[config.mk]
export PLATFORM = sky130hd
export DESIGN_NAME = input_conditioner
export DESIGN_NICKNAME = d
export VERILOG_FILES = /design/src/rtl/mult_io_pkg.sv /design/src/rtl/debounce_bit.sv /design/src/rtl/input_conditioner.sv
export SDC_FILE = /design/constraint.sdc
export NUM_CORES = 1
export LEC_CHECK = 0
export ABC_CLOCK_PERIOD_IN_PS = 2350
export CORE_MARGIN = 10
export CORE_UTILIZATION = 45
export CTS_BUF_LIST = sky130_fd_sc_hd__clkbuf_8 sky130_fd_sc_hd__clkbuf_16
export DETAILED_ROUTE_END_ITERATION = 10
export PLACE_DENSITY_LB_ADDON = 0.1
export SYNTH_ARGS = -nofsm -noshare
export SYNTH_HDL_FRONTEND = slang
export SYNTH_HIERARCHICAL = 1
export SYNTH_SLANG_ARGS = --single-unit
[constraint.sdc]
create_clock -name Clk -period 2.35 [get_ports Clk]
set_input_delay 0.47 -clock Clk [delete_from_list [all_inputs] [get_ports Clk]]
set_output_delay 0.47 -clock Clk [all_outputs]
set_load 0.01 [all_outputs]
[src/rtl/mult_io_pkg.sv]
// Shared constants for the multiplier I/O front end: key indices and default sizing.
// Port summary: none (package only).
// Optional feature macro used by the conditioner: INPUT_COND_RELEASE_PULSE_EN.
package mult_io_pkg;

  localparam int KEY_RLC                 = 0;       // Reset_Load_Clear pushbutton
  localparam int KEY_RUN                 = 1;       // Run pushbutton
  localparam int NUM_KEYS_DEFAULT        = 2;
  localparam int SW_WIDTH_DEFAULT        = 8;
  localparam int DEFAULT_DEBOUNCE_CYCLES = 500000;  // 10 ms at 50 MHz

  // Counter width for a debounce window; never collapses to zero bits.
  function automatic int cnt_width(input int cycles);
    return (cycles > 1) ? $clog2(cycles) : 1;
  endfunction

endpackage

[src/rtl/debounce_bit.sv]
// Debounces one active-low asynchronous pushbutton: 2-flop sync, stability counter, level and edge pulses.
// Ports: clk_i, rst_ni (async active-low), key_n_i (raw, 0 = pressed) -> level_o, press_o, release_o.
// release_o only pulses when INPUT_COND_RELEASE_PULSE_EN is defined; otherwise it is tied to 0.
module debounce_bit
  import mult_io_pkg::*;
#(
  parameter int DEBOUNCE_CYCLES = DEFAULT_DEBOUNCE_CYCLES
) (
  input  logic clk_i,
  input  logic rst_ni,
  input  logic key_n_i,
  output logic level_o,
  output logic press_o,
  output logic release_o
);

  localparam int             CW       = cnt_width(DEBOUNCE_CYCLES);
  localparam logic [CW-1:0]  CNT_LAST = CW'(DEBOUNCE_CYCLES - 1);

  logic          sync1_q, sync2_q;
  logic          stable_q, stable_d;
  logic [CW-1:0] cnt_q, cnt_d;
  logic          press_q, press_d;
  logic          sample;

  // Debouncer works in "pressed = 1" polarity.
  assign sample = ~sync2_q;

  // Count consecutive cycles that disagree with the accepted state; any agreeing
  // cycle restarts the window, so bounces shorter than the window are absorbed.
  always_comb begin
    cnt_d    = cnt_q;
    stable_d = stable_q;
    if (sample == stable_q) begin
      cnt_d = '0;
    end else if (cnt_q == CNT_LAST) begin
      stable_d = sample;
      cnt_d    = '0;
    end else begin
      cnt_d = cnt_q + 1'b1;
    end
  end

  assign press_d = stable_d & ~stable_q;

  // Sync flops reset to "released" so a key held through reset is seen as a new press.
  always_ff @(posedge clk_i or negedge rst_ni) begin
    if (!rst_ni) begin
      sync1_q  <= 1'b1;
      sync2_q  <= 1'b1;
      stable_q <= 1'b0;
      cnt_q    <= '0;
      press_q  <= 1'b0;
    end else begin
      sync1_q  <= key_n_i;
      sync2_q  <= sync1_q;
      stable_q <= stable_d;
      cnt_q    <= cnt_d;
      press_q  <= press_d;
    end
  end

  assign level_o = stable_q;
  assign press_o = press_q;

`ifdef INPUT_COND_RELEASE_PULSE_EN
  logic release_q;

  always_ff @(posedge clk_i or negedge rst_ni) begin
    if (!rst_ni) begin
      release_q <= 1'b0;
    end else begin
      release_q <= stable_q & ~stable_d;
    end
  end

  assign release_o = release_q;
`else
  assign release_o = 1'b0;
`endif

endmodule

[src/rtl/input_conditioner.sv]
// Front end for the multiplier: debounced key levels, one-cycle press/release pulses, synchronized switches.
// Ports: Clk, Reset_n (async active-low), KEY_n[NUM_KEYS], SW_Raw[SW_WIDTH] -> Key_Level, Key_Press, Key_Release, SW_Sync.
// Key_Release pulses only with INPUT_COND_RELEASE_PULSE_EN defined. Hookup: Reset_Load_Clear = Key_Level[KEY_RLC], Run = Key_Press[KEY_RUN].
module input_conditioner
  import mult_io_pkg::*;
#(
  parameter int NUM_KEYS        = NUM_KEYS_DEFAULT,
  parameter int SW_WIDTH        = SW_WIDTH_DEFAULT,
  parameter int DEBOUNCE_CYCLES = DEFAULT_DEBOUNCE_CYCLES
) (
  input  logic                Clk,
  input  logic                Reset_n,
  input  logic [NUM_KEYS-1:0] KEY_n,
  input  logic [SW_WIDTH-1:0] SW_Raw,
  output logic [NUM_KEYS-1:0] Key_Level,
  output logic [NUM_KEYS-1:0] Key_Press,
  output logic [NUM_KEYS-1:0] Key_Release,
  output logic [SW_WIDTH-1:0] SW_Sync
);

  for (genvar g = 0; g < NUM_KEYS; g++) begin : g_key
    debounce_bit #(
      .DEBOUNCE_CYCLES(DEBOUNCE_CYCLES)
    ) u_debounce (
      .clk_i    (Clk),
      .rst_ni   (Reset_n),
      .key_n_i  (KEY_n[g]),
      .level_o  (Key_Level[g]),
      .press_o  (Key_Press[g]),
      .release_o(Key_Release[g])
    );
  end

  // Switches are only sampled by the multiplier on Run/Load, so a plain
  // two-flop synchronizer without debounce is sufficient.
  logic [SW_WIDTH-1:0] sw_meta_q, sw_sync_q;

  always_ff @(posedge Clk or negedge Reset_n) begin
    if (!Reset_n) begin
      sw_meta_q <= '0;
      sw_sync_q <= '0;
    end else begin
      sw_meta_q <= SW_Raw;
      sw_sync_q <= sw_meta_q;
    end
  end

  assign SW_Sync = sw_sync_q;

endmodule

==> metrics.md <==
| Metric | Value |
|---|---|
| Reg2reg start | `g_key[0].u_debounce/cnt_q[0]$_DFF_PN0_` |
| Detail Placement HPWL | `3600 um` |
| Avg Cell Area, Syn | `11.0 um2` |
| Status | `finished clean` |
| DP Worst Slack | `0.470 ns` |
| Max-slew violation count | `0` |
| Worst reg-to-reg setup slack | `0.47 ns` |
| Synth cell types | `28` |
| Die span in x | `96.7 um` |
| First-pass GRT wire length | `9180 um` |
| Sequential fraction of the synthesis area | `58.7%` |
| Routed wire length | `5100 um` |
| Initial antenna violation count | `0` |
| Total die area | `9360 um2` |
| Row count | `27` |
| Slack of the critical path | `0.471 ns` |
| Area of the multi-input gates | `1020 um2` |
| Setup TNS | `0 ns` |
| Leakage | `1.23 nW` |
| Drt pass-1 iters | `4` |
| Critical Path AT | `2.10 ns` |
| Via density | `5.13` |
| YS warnings | `6` |
| Worst Setup SP | `g_key[0].u_debounce/cnt_q[0]$_DFF_PN0_` |
| Post-Synthesis Cells | `242` |
| CTS tree | `yes` |
| DRC | `0` |
| Post-DRT Antenna Nets | `0` |
| Pwr/cell area | `669 nW/um2` |
| Sequential Power Share | `52.6%` |
| Crit end category | `flip-flop` |
| Worst slew margin relative to its limit | `65.7%` |
| N_diodes | `0` |
| CTS root buf | `clkbuf_8` |
| Total setup buffers inserted after CTS | `0` |
| CP Cell Sequence | `ha_1, nand4_2, nor4_1, mux2i_1, nor2_1` |
| CP Launch Type | `flip-flop` |
| Min-Delay Path Class | `in -> async` |
| Number of global-route vias before repair | `1896` |
| Input/output buffers | `23` |
| Cell area after synthesis | `2650 um2` |
| Worst VDD drop | `0.000414 V` |
| Switching share of power | `23.1%` |
| Cells on worst reg2reg path | `5` |
| 1st-iter DRT viols | `45` |
| Clk_lat worst skew | `0.33 ns` |
| Hold Vio Cnt, Final | `0` |
| Core footprint | `5610 um2` |
| CTS resizes | `0` |
| Number of max-cap violations | `0` |
| Final period utilization | `80.0%` |
| CTS Buf Count | `9` |
| Yosys reg bits | `62` |
| Via Count | `1801` |
| CTS H-tree lvls | `3` |
| Initial core utilization | `47.3%` |
| RSZ-0062 raised after global routing | `no` |
| Comb power frac | `4.3%` |
| Layout cells sized above 1 | `11.8%` |
| Worst Path Required | `2.57 ns` |
| Pint | `1.63 mW` |
| Gr ovfl total | `0` |
| Final Wtd Congestion | `0.837` |
| Worst slew pin tran | `0.510 ns` |
| I/O Pins | `26` |
| Psw | `0.488 mW` |
| Area grow syn2layout | `19.3%` |
| Sink Count | `62` |
| CTS Hold Bufs | `0` |
| Filler Cell Count | `510` |
| R2R Path End | `g_key[0].u_debounce/cnt_q[18]$_DFF_PN0_` |
| Core Util, Final | `56.4%` |
| Slowest-stage cell, CP | `nor4_1` |
| Register area | `1560 um2` |
| Highest net fanout along the worst path | `10` |
| Final setup fails | `0` |
| Final #Nets | `288` |
| Peak Freq | `532 MHz` |
| Slowest stage delay, CP | `0.55 ns` |
| Reg clk slew, reported paths | `0.07 ns` |
| Die Span Y | `96.7 um` |
| Worst Path Class, Setup | `reg -> reg` |
| Clk buf depth | `2` |
| Mapped Nets | `256` |
| Clock skew | `0.00573 ns` |
| Tot GR Track Use | `11.8%` |
| Worst Setup EP | `g_key[0].u_debounce/cnt_q[18]$_DFF_PN0_` |
| Period minus WS final | `1.88 ns` |
| Clock group share of total power | `43.1%` |
| WL per Instance | `14.5 um` |
| Largest net degree at the start of global routing | `23` |
## cell type report
class | instances | area share, %
clock inverter | 7 | 2.37
tap | 72 | 2.85
inverter | 6 | 0.712
multi-input combinational | 166 | 32.4
timing repair buffer | 29 | 8.55
clock buffer | 9 | 3.92
sequential | 62 | 49.2
## critical path, delay by kind of cell (launching register included)
kind	cells	cell delay, ns
muxes	1	0.24
DFF	1	0.42
and+or+nand+nor	3	0.87
adders and majority gates	1	0.25
## power by group through the flow
stage	sequential [mW]	combinational (mW)	clock (mW)
after floorplan	1.13	0.0317	0
after global placement	1.13	0.0933	0
after detailed placement	1.13	0.0938	0
after CTS	1.11	0.0940	0.947
after global routing	1.12	0.102	1.01
final	1.11	0.0905	0.913
## flip-flops by register name, indices dropped and copies added, names as in the netlist
name / count
sw_meta_q: 8
g_key.u_debounce/press_o: 2
g_key.u_debounce/cnt_q: 38
SW_Sync: 8
g_key.u_debounce/sync2_q: 2
g_key.u_debounce/level_o: 2
g_key.u_debounce/sync1_q: 2
## Yosys cell counts
| cell | instances | share of area [%] |
|---|---|---|
| or3_1 | 2 | 0.47 |
| xnor2_1 | 28 | 9.3 |
| nand4_2 | 4 | 1.9 |
| or4_4 | 2 | 0.85 |
| clkbuf_2 | 2 | 0.38 |
| dfstp_2 | 4 | 4.0 |
| clkbuf_1 | 2 | 0.28 |
| o21ai_0 | 6 | 1.1 |
| a21oi_1 | 2 | 0.38 |
| o21ai_1 | 2 | 0.38 |
| and3_1 | 2 | 0.47 |
| xor2_1 | 4 | 1.3 |
| nand4_1 | 16 | 3.8 |
| nand3_1 | 12 | 2.3 |
| dfrtp_1 | 58 | 55 |
| o221ai_1 | 2 | 0.66 |
| nor4b_1 | 4 | 1.3 |
| and2_1 | 4 | 0.94 |
| inv_1 | 6 | 0.85 |
| nor4bb_1 | 2 | 0.76 |
| buf_4 | 4 | 1.1 |
| nor3_1 | 12 | 2.3 |
| nand2_1 | 8 | 1.1 |
| mux2i_1 | 2 | 0.76 |
| ha_1 | 2 | 0.94 |
| nor2_1 | 42 | 5.9 |
| conb_1 | 2 | 0.28 |
| nor4_1 | 6 | 1.4 |
## placed cells by master, fill, tap and decap left out, drive strengths merged
cell type and n:
a21oi 2, and2 4, and3 2, buf 7, bufinv 1, clkbuf 9
clkdlybuf4s50 22, clkinv 3, clkinvlp 3, conb 2, dfrtp 58, dfstp 4
ha 2, inv 6, mux2i 2, nand2 8, nand3 12, nand4 20
nor2 42, nor3 12, nor4 6, nor4b 4, nor4bb 2, o21ai 8
o221ai 2, or3 2, or4 2, xnor2 28, xor2 4
## layer usage
layer	part of all wire, %	global-route usage, %	vias to the layer above
li1	-	-	903
met1	42	12.4	873
met2	53	20.4	18
met3	3.3	4.90	7
met4	1.8	4.74	0
met5	0	0	-
## stage by stage
| step | power [mW] | instance area (um2) | hold slack (ns) | cells |
|---|---|---|---|---|
| 2_1_floorplan | 1.16 | 2650 | 0.174 | 242 |
| 3_3_place_gp | 1.22 | 2960 | 0.331 | 335 |
| 3_5_place_dp | 1.23 | 2960 | 0.335 | 335 |
| 4_1_cts | 2.15 | 3160 | 0.0825 | 351 |
| 5_1_grt | 2.23 | 3160 | 0.102 | 351 |
| 6_report | 2.12 | 3160 | 0.0832 | 351 |
## worst min-delay path by stage
stage / from / endpoint / cells past startpoint
global placement: sw_meta_q[7]$_DFF_PN0_ / SW_Sync[7]$_DFF_PN0_ / 0
finish: Reset_n / g_key[0].u_debounce/cnt_q[3]$_DFF_PN0_ / 1
floorplan: Reset_n / SW_Sync[0]$_DFF_PN0_ / 0
detailed placement: sw_meta_q[1]$_DFF_PN0_ / SW_Sync[1]$_DFF_PN0_ / 0
CTS: Reset_n / SW_Sync[5]$_DFF_PN0_ / 1
global route: Reset_n / g_key[0].u_debounce/cnt_q[3]$_DFF_PN0_ / 1
## logic make-up (layout without fill, tap and decap cells)
kind of cell             after synthesis  after routing  share of synthesized area [%]
AND/OR/NAND/NOR                      116            116                           23.5
flip-flops                            62             62                           58.7
XOR/XNOR                              32             32                           10.6
buffers and inverters                 14             51                           2.64
AO/OA/AOI/OAI                         12             12                           2.55
adder cells (fa/ha/maj)                2              2                          0.944
other                                  2              2                          0.283
multiplexers                           2              2                          0.755
(Power assumes the default switching activity.)
